--- config.mk ---
export PLATFORM = sky130hd
export DESIGN_NAME = gt_latency_monitor
export DESIGN_NICKNAME = d
export VERILOG_FILES = /design/src/rtl/gt_latency_monitor_pkg.sv /design/src/rtl/gt_latency_pattern_gen.sv /design/src/rtl/gt_latency_monitor.sv
export SDC_FILE = /design/constraint.sdc
export NUM_CORES = 1
export LEC_CHECK = 0
export CORE_ASPECT_RATIO = 0.8
export CORE_MARGIN = 2
export CORE_UTILIZATION = 60
export DETAILED_ROUTE_END_ITERATION = 12
export PLACE_DENSITY = 0.86
export SLEW_MARGIN = 20
export SYNTH_ARGS = -nofsm -noshare
export SYNTH_HDL_FRONTEND = slang
export SYNTH_HIERARCHICAL = 1
export SYNTH_SLANG_ARGS = --single-unit
--- constraint.sdc ---
create_clock -name usrclk_i -period 7.4 [get_ports usrclk_i]
set_input_delay 0.74 -clock usrclk_i [delete_from_list [all_inputs] [get_ports usrclk_i]]
set_output_delay 0.74 -clock usrclk_i [all_outputs]
set_load 0.01 [all_outputs]
--- src/rtl/gt_latency_monitor_pkg.sv ---
// Shared types and constants for the GT latency / link-integrity monitor.
// Contents: FSM state enum, failure cause codes, latency width check helper.
package gt_latency_monitor_pkg;

   typedef enum logic [2:0] {
      S_DOWN,
      S_ALIGN,
      S_BLIND,
      S_SEEK,
      S_CHECK,
      S_PASS,
      S_FAIL
   } state_e;

   localparam logic [2:0] FAIL_NONE       = 3'd0;
   localparam logic [2:0] FAIL_COMMA_BYTE = 3'd1;
   localparam logic [2:0] FAIL_DATA       = 3'd2;
   localparam logic [2:0] FAIL_ALIGN_LOST = 3'd3;
   localparam logic [2:0] FAIL_BUFFER     = 3'd4;

   // Latency is a truncated datapath difference, so it cannot be wider than the datapath.
   function automatic bit lat_width_ok(input int unsigned lat_w, input int unsigned data_w);
      return (lat_w >= 1) && (lat_w <= data_w);
   endfunction

endpackage

--- src/rtl/gt_latency_pattern_gen.sv ---
// TX pattern generator: free-running W-bit counter with one IDLE/comma word per
// g_IDLE_PERIOD words. Runs regardless of the monitor state.
// Ports:
//   usrclk_i, rst_n_i  clock, async active-low reset
//   tx_data_o, tx_k_o  registered word / K flags to the GT TX
//   tx_cnt_o           counter value belonging to the word now on tx_data_o
module gt_latency_pattern_gen
   import gt_latency_monitor_pkg::*;
#(
   parameter int unsigned          g_BYTES       = 2,
   parameter logic [8*g_BYTES-1:0] g_IDLE        = (8*g_BYTES)'(16'hbc95),
   parameter logic [g_BYTES-1:0]   g_IDLE_K      = g_BYTES'(2'b10),
   parameter int unsigned          g_IDLE_PERIOD = 193
) (
   input  logic                   usrclk_i,
   input  logic                   rst_n_i,
   output logic [8*g_BYTES-1:0]   tx_data_o,
   output logic [g_BYTES-1:0]     tx_k_o,
   output logic [8*g_BYTES-1:0]   tx_cnt_o
);

   localparam int unsigned W  = 8 * g_BYTES;
   localparam int unsigned PW = $clog2(g_IDLE_PERIOD);

   logic [W-1:0]       cnt_q, cnt_d;
   logic [PW-1:0]      phase_q, phase_d;
   logic [W-1:0]       tx_data_q, tx_data_d;
   logic [g_BYTES-1:0] tx_k_q, tx_k_d;
   logic [W-1:0]       tx_cnt_q, tx_cnt_d;

   // cnt_q/phase_q describe the word about to be emitted; tx_cnt_q tags the emitted one.
   always_comb begin
      cnt_d    = cnt_q + 1'b1;
      phase_d  = (phase_q == PW'(g_IDLE_PERIOD - 1)) ? '0 : phase_q + 1'b1;
      tx_cnt_d = cnt_q;
      if (phase_q == '0) begin
         tx_data_d = g_IDLE;
         tx_k_d    = g_IDLE_K;
      end else begin
         tx_data_d = cnt_q;
         tx_k_d    = '0;
      end
   end

   always_ff @(posedge usrclk_i or negedge rst_n_i) begin
      if (!rst_n_i) begin
         cnt_q     <= '0;
         phase_q   <= '0;
         tx_data_q <= '0;
         tx_k_q    <= '0;
         tx_cnt_q  <= '0;
      end else begin
         cnt_q     <= cnt_d;
         phase_q   <= phase_d;
         tx_data_q <= tx_data_d;
         tx_k_q    <= tx_k_d;
         tx_cnt_q  <= tx_cnt_d;
      end
   end

   assign tx_data_o = tx_data_q;
   assign tx_k_o    = tx_k_q;
   assign tx_cnt_o  = tx_cnt_q;

endmodule

--- src/rtl/gt_latency_monitor.sv ---
// GT TX/RX latency and link-integrity monitor. Drives a counting pattern with
// periodic IDLE words, walks the RX side through realign/blind/seek, then checks
// comma placement and payload continuity and measures min/max/last latency.
// Optional feature: define GT_LATENCY_MONITOR_BUFSTATUS_EN to fail (code 4) on
// rx_bufstatus_i[2] while checking; otherwise rx_bufstatus_i is ignored.
// Ports:
//   usrclk_i, rst_n_i        clock, async active-low reset
//   valid_i, clear_i         link valid / synchronous restart
//   tx_data_o, tx_k_o        pattern to GT TX
//   rx_data_i, rx_k_i        data from GT RX
//   rx_realign_o             comma realign request (S_ALIGN)
//   rx_aligned_i             GT comma alignment status
//   rx_bufstatus_i           GT elastic buffer status
//   pass_o, fail_o, fail_code_o                      sticky verdict and cause
//   latency_last_o, latency_min_o, latency_max_o     latency statistics
//   ok_cnt_o                 saturating good payload word count
module gt_latency_monitor
   import gt_latency_monitor_pkg::*;
#(
   parameter int unsigned          g_BYTES               = 2,
   parameter logic [8*g_BYTES-1:0] g_IDLE                = (8*g_BYTES)'(16'hbc95),
   parameter logic [g_BYTES-1:0]   g_IDLE_K              = g_BYTES'(2'b10),
   parameter int unsigned          g_IDLE_PERIOD         = 193,
   parameter int unsigned          g_BLIND_PERIOD        = 10,
   parameter int unsigned          g_NUM_SUCCESSFUL_DATA = 1000,
   parameter int unsigned          g_LAT_WIDTH           = 16
) (
   input  logic                   usrclk_i,
   input  logic                   rst_n_i,
   input  logic                   valid_i,
   input  logic                   clear_i,
   output logic [8*g_BYTES-1:0]   tx_data_o,
   output logic [g_BYTES-1:0]     tx_k_o,
   input  logic [8*g_BYTES-1:0]   rx_data_i,
   input  logic [g_BYTES-1:0]     rx_k_i,
   output logic                   rx_realign_o,
   input  logic                   rx_aligned_i,
   input  logic [2:0]             rx_bufstatus_i,
   output logic                   pass_o,
   output logic                   fail_o,
   output logic [2:0]             fail_code_o,
   output logic [g_LAT_WIDTH-1:0] latency_last_o,
   output logic [g_LAT_WIDTH-1:0] latency_min_o,
   output logic [g_LAT_WIDTH-1:0] latency_max_o,
   output logic [31:0]            ok_cnt_o
);

   localparam int unsigned W  = 8 * g_BYTES;
   localparam int unsigned BW = (g_BLIND_PERIOD > 0) ? $clog2(g_BLIND_PERIOD + 1) : 1;

   if (!lat_width_ok(g_LAT_WIDTH, W) || !((g_BYTES == 2) || (g_BYTES == 4))) begin : g_bad_params
      $error("gt_latency_monitor: illegal g_BYTES or g_LAT_WIDTH");
   end

   logic [W-1:0] tx_cnt;

   gt_latency_pattern_gen #(
      .g_BYTES       (g_BYTES),
      .g_IDLE        (g_IDLE),
      .g_IDLE_K      (g_IDLE_K),
      .g_IDLE_PERIOD (g_IDLE_PERIOD)
   ) u_pattern_gen (
      .usrclk_i  (usrclk_i),
      .rst_n_i   (rst_n_i),
      .tx_data_o (tx_data_o),
      .tx_k_o    (tx_k_o),
      .tx_cnt_o  (tx_cnt)
   );

   state_e               state_q, state_d;
   logic [BW-1:0]        blind_q, blind_d;
   logic [W-1:0]         prev_q, prev_d;
   logic                 prev_valid_q, prev_valid_d;
   logic                 idle_gap_q, idle_gap_d;
   logic [31:0]          ok_cnt_q, ok_cnt_d;
   logic [g_LAT_WIDTH-1:0] lat_last_q, lat_last_d, lat_min_q, lat_min_d, lat_max_q, lat_max_d;
   logic                 realign_q, realign_d, pass_q, pass_d, fail_q, fail_d;
   logic [2:0]           fail_code_q, fail_code_d;

   logic                 is_idle, is_payload, buf_err;
   logic [W-1:0]         exp_data;
   logic [g_LAT_WIDTH-1:0] lat;
   logic [2:0]           cause;
   logic                 unused_bufstatus;

   assign unused_bufstatus = ^rx_bufstatus_i;

`ifdef GT_LATENCY_MONITOR_BUFSTATUS_EN
   assign buf_err = rx_bufstatus_i[2];
`else
   assign buf_err = 1'b0;
`endif

   assign is_idle    = (rx_k_i == g_IDLE_K) && (rx_data_i == g_IDLE);
   assign is_payload = (rx_k_i == '0);
   // An IDLE consumed one counter value on TX, so the payload skips by two.
   assign exp_data   = prev_q + (idle_gap_q ? W'(2) : W'(1));
   assign lat        = g_LAT_WIDTH'(tx_cnt - rx_data_i);

   // Lowest code wins, except alignment loss which overrides everything.
   always_comb begin
      cause = FAIL_NONE;
      if (buf_err) cause = FAIL_BUFFER;
      if ((rx_k_i == g_IDLE_K && rx_data_i != g_IDLE) ||
          (is_payload && prev_valid_q && rx_data_i != exp_data)) cause = FAIL_DATA;
      if (!is_payload && rx_k_i != g_IDLE_K) cause = FAIL_COMMA_BYTE;
      if (!rx_aligned_i) cause = FAIL_ALIGN_LOST;
   end

   always_comb begin
      state_d      = state_q;
      blind_d      = blind_q;
      prev_d       = prev_q;
      prev_valid_d = prev_valid_q;
      idle_gap_d   = idle_gap_q;
      ok_cnt_d     = ok_cnt_q;
      lat_last_d   = lat_last_q;
      lat_min_d    = lat_min_q;
      lat_max_d    = lat_max_q;
      fail_code_d  = fail_code_q;

      case (state_q)
         S_DOWN:  if (valid_i) state_d = S_ALIGN;
         S_ALIGN: begin
            if (rx_aligned_i) begin
               state_d = S_BLIND;
               blind_d = '0;
            end
         end
         S_BLIND: begin
            if (!rx_aligned_i) state_d = S_ALIGN;
            else if (blind_q == BW'(g_BLIND_PERIOD)) state_d = S_SEEK;
            else blind_d = blind_q + 1'b1;
         end
         S_SEEK: begin
            if (!rx_aligned_i) state_d = S_ALIGN;
            else if (is_idle) state_d = S_CHECK;
         end
         S_CHECK, S_PASS: begin
            if (is_payload) begin
               lat_last_d = lat;
               lat_min_d  = (lat < lat_min_q) ? lat : lat_min_q;
               lat_max_d  = (lat > lat_max_q) ? lat : lat_max_q;
            end
            if (cause != FAIL_NONE) begin
               state_d     = S_FAIL;
               fail_code_d = cause;
            end else if (is_payload) begin
               if (ok_cnt_q != '1) ok_cnt_d = ok_cnt_q + 32'd1;
               if (ok_cnt_d > g_NUM_SUCCESSFUL_DATA) state_d = S_PASS;
            end
         end
         S_FAIL:  state_d = S_FAIL;
         default: state_d = S_DOWN;
      endcase

      // Continuity reference is tracked in every state so checking can start at once.
      if (is_payload) begin
         prev_d       = rx_data_i;
         prev_valid_d = 1'b1;
         idle_gap_d   = 1'b0;
      end else if (is_idle) begin
         idle_gap_d = 1'b1;
      end

      if (!valid_i || clear_i) begin
         state_d     = S_DOWN;
         ok_cnt_d    = '0;
         lat_last_d  = '0;
         lat_min_d   = '1;
         lat_max_d   = '0;
         fail_code_d = FAIL_NONE;
      end
      if (state_d == S_DOWN || state_d == S_ALIGN) prev_valid_d = 1'b0;

      realign_d = (state_d == S_ALIGN);
      pass_d    = (state_d == S_PASS);
      fail_d    = (state_d == S_FAIL);
   end

   always_ff @(posedge usrclk_i or negedge rst_n_i) begin
      if (!rst_n_i) begin
         state_q      <= S_DOWN;
         blind_q      <= '0;
         prev_q       <= '0;
         prev_valid_q <= 1'b0;
         idle_gap_q   <= 1'b0;
         ok_cnt_q     <= '0;
         lat_last_q   <= '0;
         lat_min_q    <= '1;
         lat_max_q    <= '0;
         realign_q    <= 1'b0;
         pass_q       <= 1'b0;
         fail_q       <= 1'b0;
         fail_code_q  <= FAIL_NONE;
      end else begin
         state_q      <= state_d;
         blind_q      <= blind_d;
         prev_q       <= prev_d;
         prev_valid_q <= prev_valid_d;
         idle_gap_q   <= idle_gap_d;
         ok_cnt_q     <= ok_cnt_d;
         lat_last_q   <= lat_last_d;
         lat_min_q    <= lat_min_d;
         lat_max_q    <= lat_max_d;
         realign_q    <= realign_d;
         pass_q       <= pass_d;
         fail_q       <= fail_d;
         fail_code_q  <= fail_code_d;
      end
   end

   assign rx_realign_o   = realign_q;
   assign pass_o         = pass_q;
   assign fail_o         = fail_q;
   assign fail_code_o    = fail_code_q;
   assign latency_last_o = lat_last_q;
   assign latency_min_o  = lat_min_q;
   assign latency_max_o  = lat_max_q;
   assign ok_cnt_o       = ok_cnt_q;

endmodule

==> impl_metrics.yaml, run 1 <==
timing:
  fin_crit_sh_pct: 71.98
  fin_crit_ns: 5.327
  fmax_ghz: 0.1877
  relSlewSlack_pct: 33.57
  worst_slack_ns: 2.073
  tightest_slew_ns: 0.9928
  setup_violations: 0
  final_hold_viol_count: 0
  slew_violations: 0
  rsz0062_at_grt: "no"
  setup_tns_ns: 0
  clock_skew_ns: 0.01522
worst_setup_path:
  worstSetupPathType: "input pin to flop"
  critPathMaxFanout: 15
  cp.required_ns: 7.75
  cpPeakStageDelay_ns: 0.79
  crit_slowest_cell: "nor2_1"
  critPathCaptureType: "flop"
  arrival_ns: 5.68
  critPathLaunchType: "input pin"
  critPathTopFamily: "simple AND/OR/NAND/NOR gates"
  path_cells: "clkdlybuf4s50_1, inv_1, ha_1, nor2b_1, o31a_1, o211ai_1, and3_1, o311ai_0, a21oi_1, xnor2_1, inv_1, ha_1, and3_1, nand3_1, a211oi_1, nor2_1, nand2_1, o211ai_1"
  crit_buf_inv: 3
global_route:
  first_global_vias: 8512
  grt_max_degree: 118
  grt_overflow_total: 0
  grt_pass1_wl_um: 44810
  antenna_found_initial: 1
  grt_use_total_pct: 31.72
clock_network:
  cts.sinks: 167
  cts_max_level: 4
  hold_buffers: 0
  cts_buffer_depth: 2
  ctsResizeCount: 0
  cts_root_buf: "clkbuf_16"
  numCtsBuffers: 17
  clk_pin_slew_ns: 0.07
  clk_latency_ns: 0.45
  post_cts.repair.setup_buffers: 0
  cts_tree: "yes"
job:
  max_cap_violations: 0
yosys:
  yosys_warnings: 6
  synth_ff_type: "dfrtp_1"
  synthCells: 1094
  syn_area_sq_um: 10170
  synthDistinctLibCells: 81
  synth_edf_count: 0
  async_reset_ff_share_pct: 100.0
  ys_seq_elements: 167
  yosysSeqAreaShare_pct: 41.30
  syn_area_per_cell_sq_um: 9.294
  synth_nets: 1176
floorplan:
  core_sq_um: 16550
  pin_count: 130
  rows: 42
  die_w_um: 149.5
  die_h_um: 120.4
  dieArea_sq_um: 18010
  start_util_pct: 61.42
drt:
  drtPass1Iterations: 6
  wl_um: 27780
  drc: 0
  drt_iter0_markers: 1068
  vias: 9088
  wl_per_cell_um: 19.51
  ant_nets: 0
  drt-vias-per-instance: 6.382
power:
  leakagePower_nw: 5.211
  clkPwrFrac_pct: 44.0
  peakVddDrop_mv: 0.1680
  power_frac_seq_pct: 46.0
  switching_share_pct: 28.02
  pwr-share-comb_pct: 10.1
  power_density_nw_per_um2: 170.9
  intPower_mw: 1.491
  switchingPower_uw: 580.3
finish:
  synthToLayoutAreaGrowth_pct: 19.17
  diodes: 0
  n_fill_cell: 1211
  layout-drive-gt1-share_pct: 9.801
  fin_nets: 1273
placed_design:
  place_congestion: 0.9590
  io_buffers: 124
  pre_cts_ws_ns: 1.856
  dp_hpwl_um: 19140
worst_hold_path:
  hold_path_class: "input pin to async pin"
status:
  status: "finished clean"
## metal layers
layer  part of all wire, %  vias to the layer above  track usage [%]
met3                   9.8                       60            6.604
met4                   2.3                        2            11.55
met2                    45                      511            46.56
li1                      -                     4178                -
met1                    43                     4337            46.55
met5                 0.040                        -                0
## kinds of logic after synthesis
| kind of cell | share of synthesized area (%) |
|---|---|
| buffers and inverters | 5.095 |
| adders and majority gates | 7.039 |
| and+or+nand+nor | 21.67 |
| DFF | 41.30 |
| muxes | 3.323 |
| AOI/OAI and AO/OA | 16.68 |
| other | 0.07386 |
| xor gates and xnor gates | 4.824 |
## placed cells by master (no fill, tap or decap), drive strengths merged, types with 6 or more instances in the layout
cell,n
buf,10
and3,20
inv,76
or3,10
o21ai,51
nand2,85
a31oi,28
dfstp,16
o21a,12
nor2b,6
ha,54
nand4,26
o211ai,6
xor2,20
or2,10
and2,14
nor2,83
dfrtp,151
or2b,7
clkbuf,18
mux2,14
nand3,67
nor3,32
a21o,15
and4,9
nand2b,10
nor4,18
a211oi,17
xnor2,36
a21oi,47
o31ai,6
a311oi,23
mux2i,18
clkdlybuf4s50,123
## cell type report
class	instances	area [sq um]	area share, %
Inverter	68	255.2	2.107
Multi-Input combinational cell	803	5465	45.11
Tap cell	220	275.3	2.272
Clock buffer	17	425.4	3.511
Sequential cell	167	4199	34.66
Timing Repair Buffer	134	1320	10.89
Clock inverter	15	176.4	1.456
## flip-flops by register name, indices dropped and copies added, names as in the netlist, 2 cells and up
register,count
fail_code_o,2
ok_cnt_o,32
u_pattern_gen/phase_q,8
u_pattern_gen/tx_data_o,16
latency_max_o,16
u_pattern_gen/tx_cnt_o,16
latency_min_o,16
latency_last_o,16
blind_q,4
state_q,3
u_pattern_gen/cnt_q,16
prev_q,16
## final timing paths
path                       slack [ns]                                start                                    end  depth (start not counted)
min in group usrclk_i            0.46    u_pattern_gen/cnt_q[13]$_DFF_PN0_   u_pattern_gen/tx_cnt_o[13]$_DFF_PN0_                          0
hold reg to reg                  0.46    u_pattern_gen/cnt_q[13]$_DFF_PN0_   u_pattern_gen/tx_cnt_o[13]$_DFF_PN0_                          0
setup reg to reg                 2.67  u_pattern_gen/tx_cnt_o[2]$_DFF_PN0_           latency_min_o[0]$_DFFE_PN1P_                         16
max in group asynchronous        5.78                              rst_n_i               ok_cnt_o[17]$_DFFE_PN0P_                          2
setup / recovery                 2.07                         rx_data_i[1]           latency_min_o[0]$_DFFE_PN1P_                         18
hold / removal                   0.40                              rst_n_i  u_pattern_gen/tx_data_o[15]$_DFF_PN0_                          1
## Yosys cell counts, types with 3 or more instances
master,number,area (sq um)
nand2_1,85,319.1
a2111oi_0,5,43.79
and2_4,7,61.31
xor2_1,20,175.2
and2_1,7,43.79
dfrtp_1,151,3779
xnor2_1,36,315.3
mux2i_1,18,180.2
or4_1,4,30.03
nor2b_1,6,37.54
nand3b_1,4,30.03
or3_1,9,56.30
o31ai_1,6,45.04
a21oi_1,47,235.2
buf_2,6,30.03
nor2_1,82,307.8
and4_1,9,78.83
nand4b_1,3,26.28
buf_6,4,45.04
nand4_1,24,150.1
nor3b_1,4,30.03
and3_1,20,125.1
ha_1,54,675.7
o21ai_0,50,250.2
a21o_1,15,112.6
nor3_1,31,155.2
or2_2,10,62.56
or2b_1,7,52.55
o21a_1,11,82.58
o311a_1,3,30.03
nor4_1,15,93.84
dfstp_2,16,420.4
a311oi_2,7,105.1
buf_4,4,30.03
o211ai_1,5,37.54
a31oi_1,28,175.2
a311oi_1,16,140.1
clkbuf_1,40,150.1
a211o_1,3,26.28
a211oi_1,16,120.1
a41oi_1,3,26.28
inv_1,68,255.2
nand3_1,67,335.3
nand2b_1,9,56.30
mux2_2,14,157.7
## power by group through the flow
stage	registers (mW)	logic (mW)	clock network, mW
2_1_floorplan	0.959	0.135	0
3_3_place_gp	0.966	0.198	0
3_5_place_dp	0.968	0.204	0
4_1_cts	0.950	0.207	0.921
5_1_grt	0.953	0.230	0.962
6_report	0.952	0.209	0.910
## metrics by stage
| step | hold slack (ns) | power (mW) | instances | util [%] | area, sq um |
|---|---|---|---|---|---|
| 6_report | 0.4045 | 2.071 | 1424 | 73.20 | 12120 |
| 5_1_grt | 0.4707 | 2.146 | 1424 | 73.20 | 12120 |
| 4_1_cts | 0.4504 | 2.078 | 1424 | 73.15 | 12110 |
| 3_5_place_dp | 0.4324 | 1.171 | 1392 | 69.52 | 11510 |
| 3_3_place_gp | 0.4263 | 1.164 | 1392 | 69.49 | 11500 |
| 2_1_floorplan | 0.3869 | 1.094 | 1094 | - | 10170 |
Power figures use the tool's default switching activity.
==> run 2: changes to the inputs <==
CORE_UTILIZATION = 56   (was 60)
PLACE_DENSITY = 0.81   (was 0.86)
clock period = 5.49 ns   (was 7.4 ns; I/O delays follow)
==> run 2 against run 1 <==
  * Clock power increased by 31%
  * Worst hold slack got worse by 0.33 ns
  * Global-route usage decreased by 3.4 points
  * Cell count increased by 1.1%
  * Wire length decreased by 2.7%
  * Sequential power increased by 34%
  * Sequential share of layout area decreased by 0.078 points
  * Die area increased by 6.9%
  * Combinational power increased by 36%
  * Flip-flop and latch count unchanged
==> impl_metrics.yaml, run 2 (synthesis gave the netlist of run 1 again) <==
status:
  status: "finished clean"
clock_network:
  post_cts.repair.setup_buffers: 0
  clk_latency_ns: 0.44
  hold_buffers: 0
  clk_pin_slew_ns: 0.07
  cts_buffer_depth: 2
  cts.sinks: 167
  ctsResizeCount: 0
  numCtsBuffers: 17
  cts_root_buf: "clkbuf_16"
  cts_max_level: 4
  cts_tree: "yes"
floorplan:
  pin_count: 130
  dieArea_sq_um: 19260
  start_util_pct: 56.65
  die_w_um: 154.6
  core_sq_um: 17950
  rows: 44
  die_h_um: 124.5
power:
  switchingPower_uw: 752.2
  clkPwrFrac_pct: 43.1
  peakVddDrop_mv: 0.2086
  leakagePower_nw: 5.236
  pwr-share-comb_pct: 10.3
  power.total_mw: 2.752
  power_density_nw_per_um2: 226.6
  switching_share_pct: 27.33
  power_frac_seq_pct: 46.6
  intPower_mw: 2.000
global_route:
  grt_use_total_pct: 28.35
  antenna_found_initial: 1
  first_global_vias: 8216
  grt_pass1_wl_um: 43350
  grt_max_degree: 71
  grt_overflow_total: 0
job:
  max_cap_violations: 0
worst_hold_path:
  hold_path_class: "input pin to async pin"
timing:
  relSlewSlack_pct: 30.92
  tightest_slew_ns: 1.032
  setup_tns_ns: 0
  clock_skew_ns: 0.009097
  hold_ws_ns: 0.07548
  rsz0062_at_grt: "no"
  fmax_ghz: 0.2048
  slew_violations: 0
  fin_crit_ns: 4.883
  fin_crit_sh_pct: 88.95
  final_hold_viol_count: 0
  setup_violations: 0
finish:
  layout-drive-gt1-share_pct: 10.17
  n_fill_cell: 1438
  synthToLayoutAreaGrowth_pct: 19.44
  finish.utilization_pct: 67.67
  fin_area_sq_um: 12140
  final_cell_mix: "dfrtp_1 (151), clkdlybuf4s50_1 (123), nand2_1 (85)"
  diodes: 0
  largest_reg_flops: 32
  fin_nets: 1280
  final_common_cell: "dfrtp_1"
worst_setup_path:
  critPathLaunchType: "input pin"
  path_cells: "clkdlybuf4s50_1, ha_1, inv_1, fa_1, a211oi_1, o21ai_0, a31oi_1, o21ai_0, a2111o_1, o311ai_0, buf_4, ha_1, and3_1, nand3_1, a211oi_1, nor2_1, nand2_1, o211ai_1"
  worstSetupPathType: "input pin to flop"
  arrival_ns: 5.24
  cpPeakStageDelay_ns: 0.81
  critPathCaptureType: "flop"
  cp.required_ns: 5.85
  crit_slowest_cell: "nor2_1"
  critPathMaxFanout: 15
drt:
  drtPass1Iterations: 6
  ant_nets: 0
  drt_iter0_markers: 950
  drt-vias-per-instance: 6.225
  wl_um: 27020
  vias: 8964
  wl_per_cell_um: 18.76
  drc: 0
placed_design:
  placed_area_sq_um: 11570
  io_buffers: 124
  dp_hpwl_um: 19130
  place_congestion: 0.9763
==> run 2: changes by cell type in the layout (fill, tap and decap cells not counted), moves of 2 or more <==
cell / delta
inv_8: -2
clkinvlp_4: -2
inv_6: +2
buf_4: +7
clkinv_8: -2
==> run 2: final timing paths <==
path	startpoint	to	slack, ns	cells past startpoint
worst max-delay path	rx_data_i[0]	latency_min_o[0]$_DFFE_PN1P_	0.61	18
worst min-delay path	rst_n_i	prev_q[9]$_DFFE_PN0P_	0.08	1
worst max register to register	u_pattern_gen/tx_cnt_o[0]$_DFF_PN0_	latency_min_o[0]$_DFFE_PN1P_	0.87	18
worst min register to register	u_pattern_gen/cnt_q[13]$_DFF_PN0_	u_pattern_gen/tx_cnt_o[13]$_DFF_PN0_	0.45	0
max in group asynchronous	rst_n_i	u_pattern_gen/tx_cnt_o[9]$_DFF_PN0_	4.18	2
min in group usrclk_i	u_pattern_gen/cnt_q[13]$_DFF_PN0_	u_pattern_gen/tx_cnt_o[13]$_DFF_PN0_	0.45	0
==> run 2: per-layer routing <==
layer,GRT usage [%],vias to the layer above,part of all wire (%)
met5,0,-,0.048
met4,8.007,2,1.9
met3,6.541,46,8.6
met2,41.94,408,44
met1,41.93,4336,46
li1,-,4172,-
==> run 2: worst max-delay path: cells and delay by family <==
kind,cells,cell delay (ns)
AO/OA/AOI/OAI,8,1.71
adder cells (fa/ha/maj),3,0.85
buffers and inverters,3,0.80
AND/OR/NAND/NOR,4,1.30
==> run 2: metrics by stage <==
step,worst slack [ns],std cells
3_3_place_gp,0.3913,1409
5_1_grt,0.2324,1440
3_5_place_dp,0.2927,1409
4_1_cts,0.7058,1440
2_1_floorplan,1.325,1094
6_report,0.6067,1440
==> run 2: power by group through the flow <==
stage / registers, mW / logic, mW / clock network (mW)
2_1_floorplan: 1.29 / 0.182 / 0
3_3_place_gp: 1.30 / 0.275 / 0
3_5_place_dp: 1.30 / 0.283 / 0
4_1_cts: 1.28 / 0.284 / 1.20
5_1_grt: 1.29 / 0.314 / 1.26
6_report: 1.28 / 0.285 / 1.19
==> run 2: area by class of cell <==
class / instances / area, sq um / share of cell area [%]
Inverter: 68 / 255.2 / 2.102
Timing Repair Buffer: 141 / 1370 / 11.28
Sequential cell: 167 / 4199 / 34.58
Clock inverter: 13 / 137.6 / 1.133
Clock buffer: 18 / 429.2 / 3.534
Multi-Input combinational cell: 803 / 5465 / 45.00
Tap cell: 230 / 287.8 / 2.370
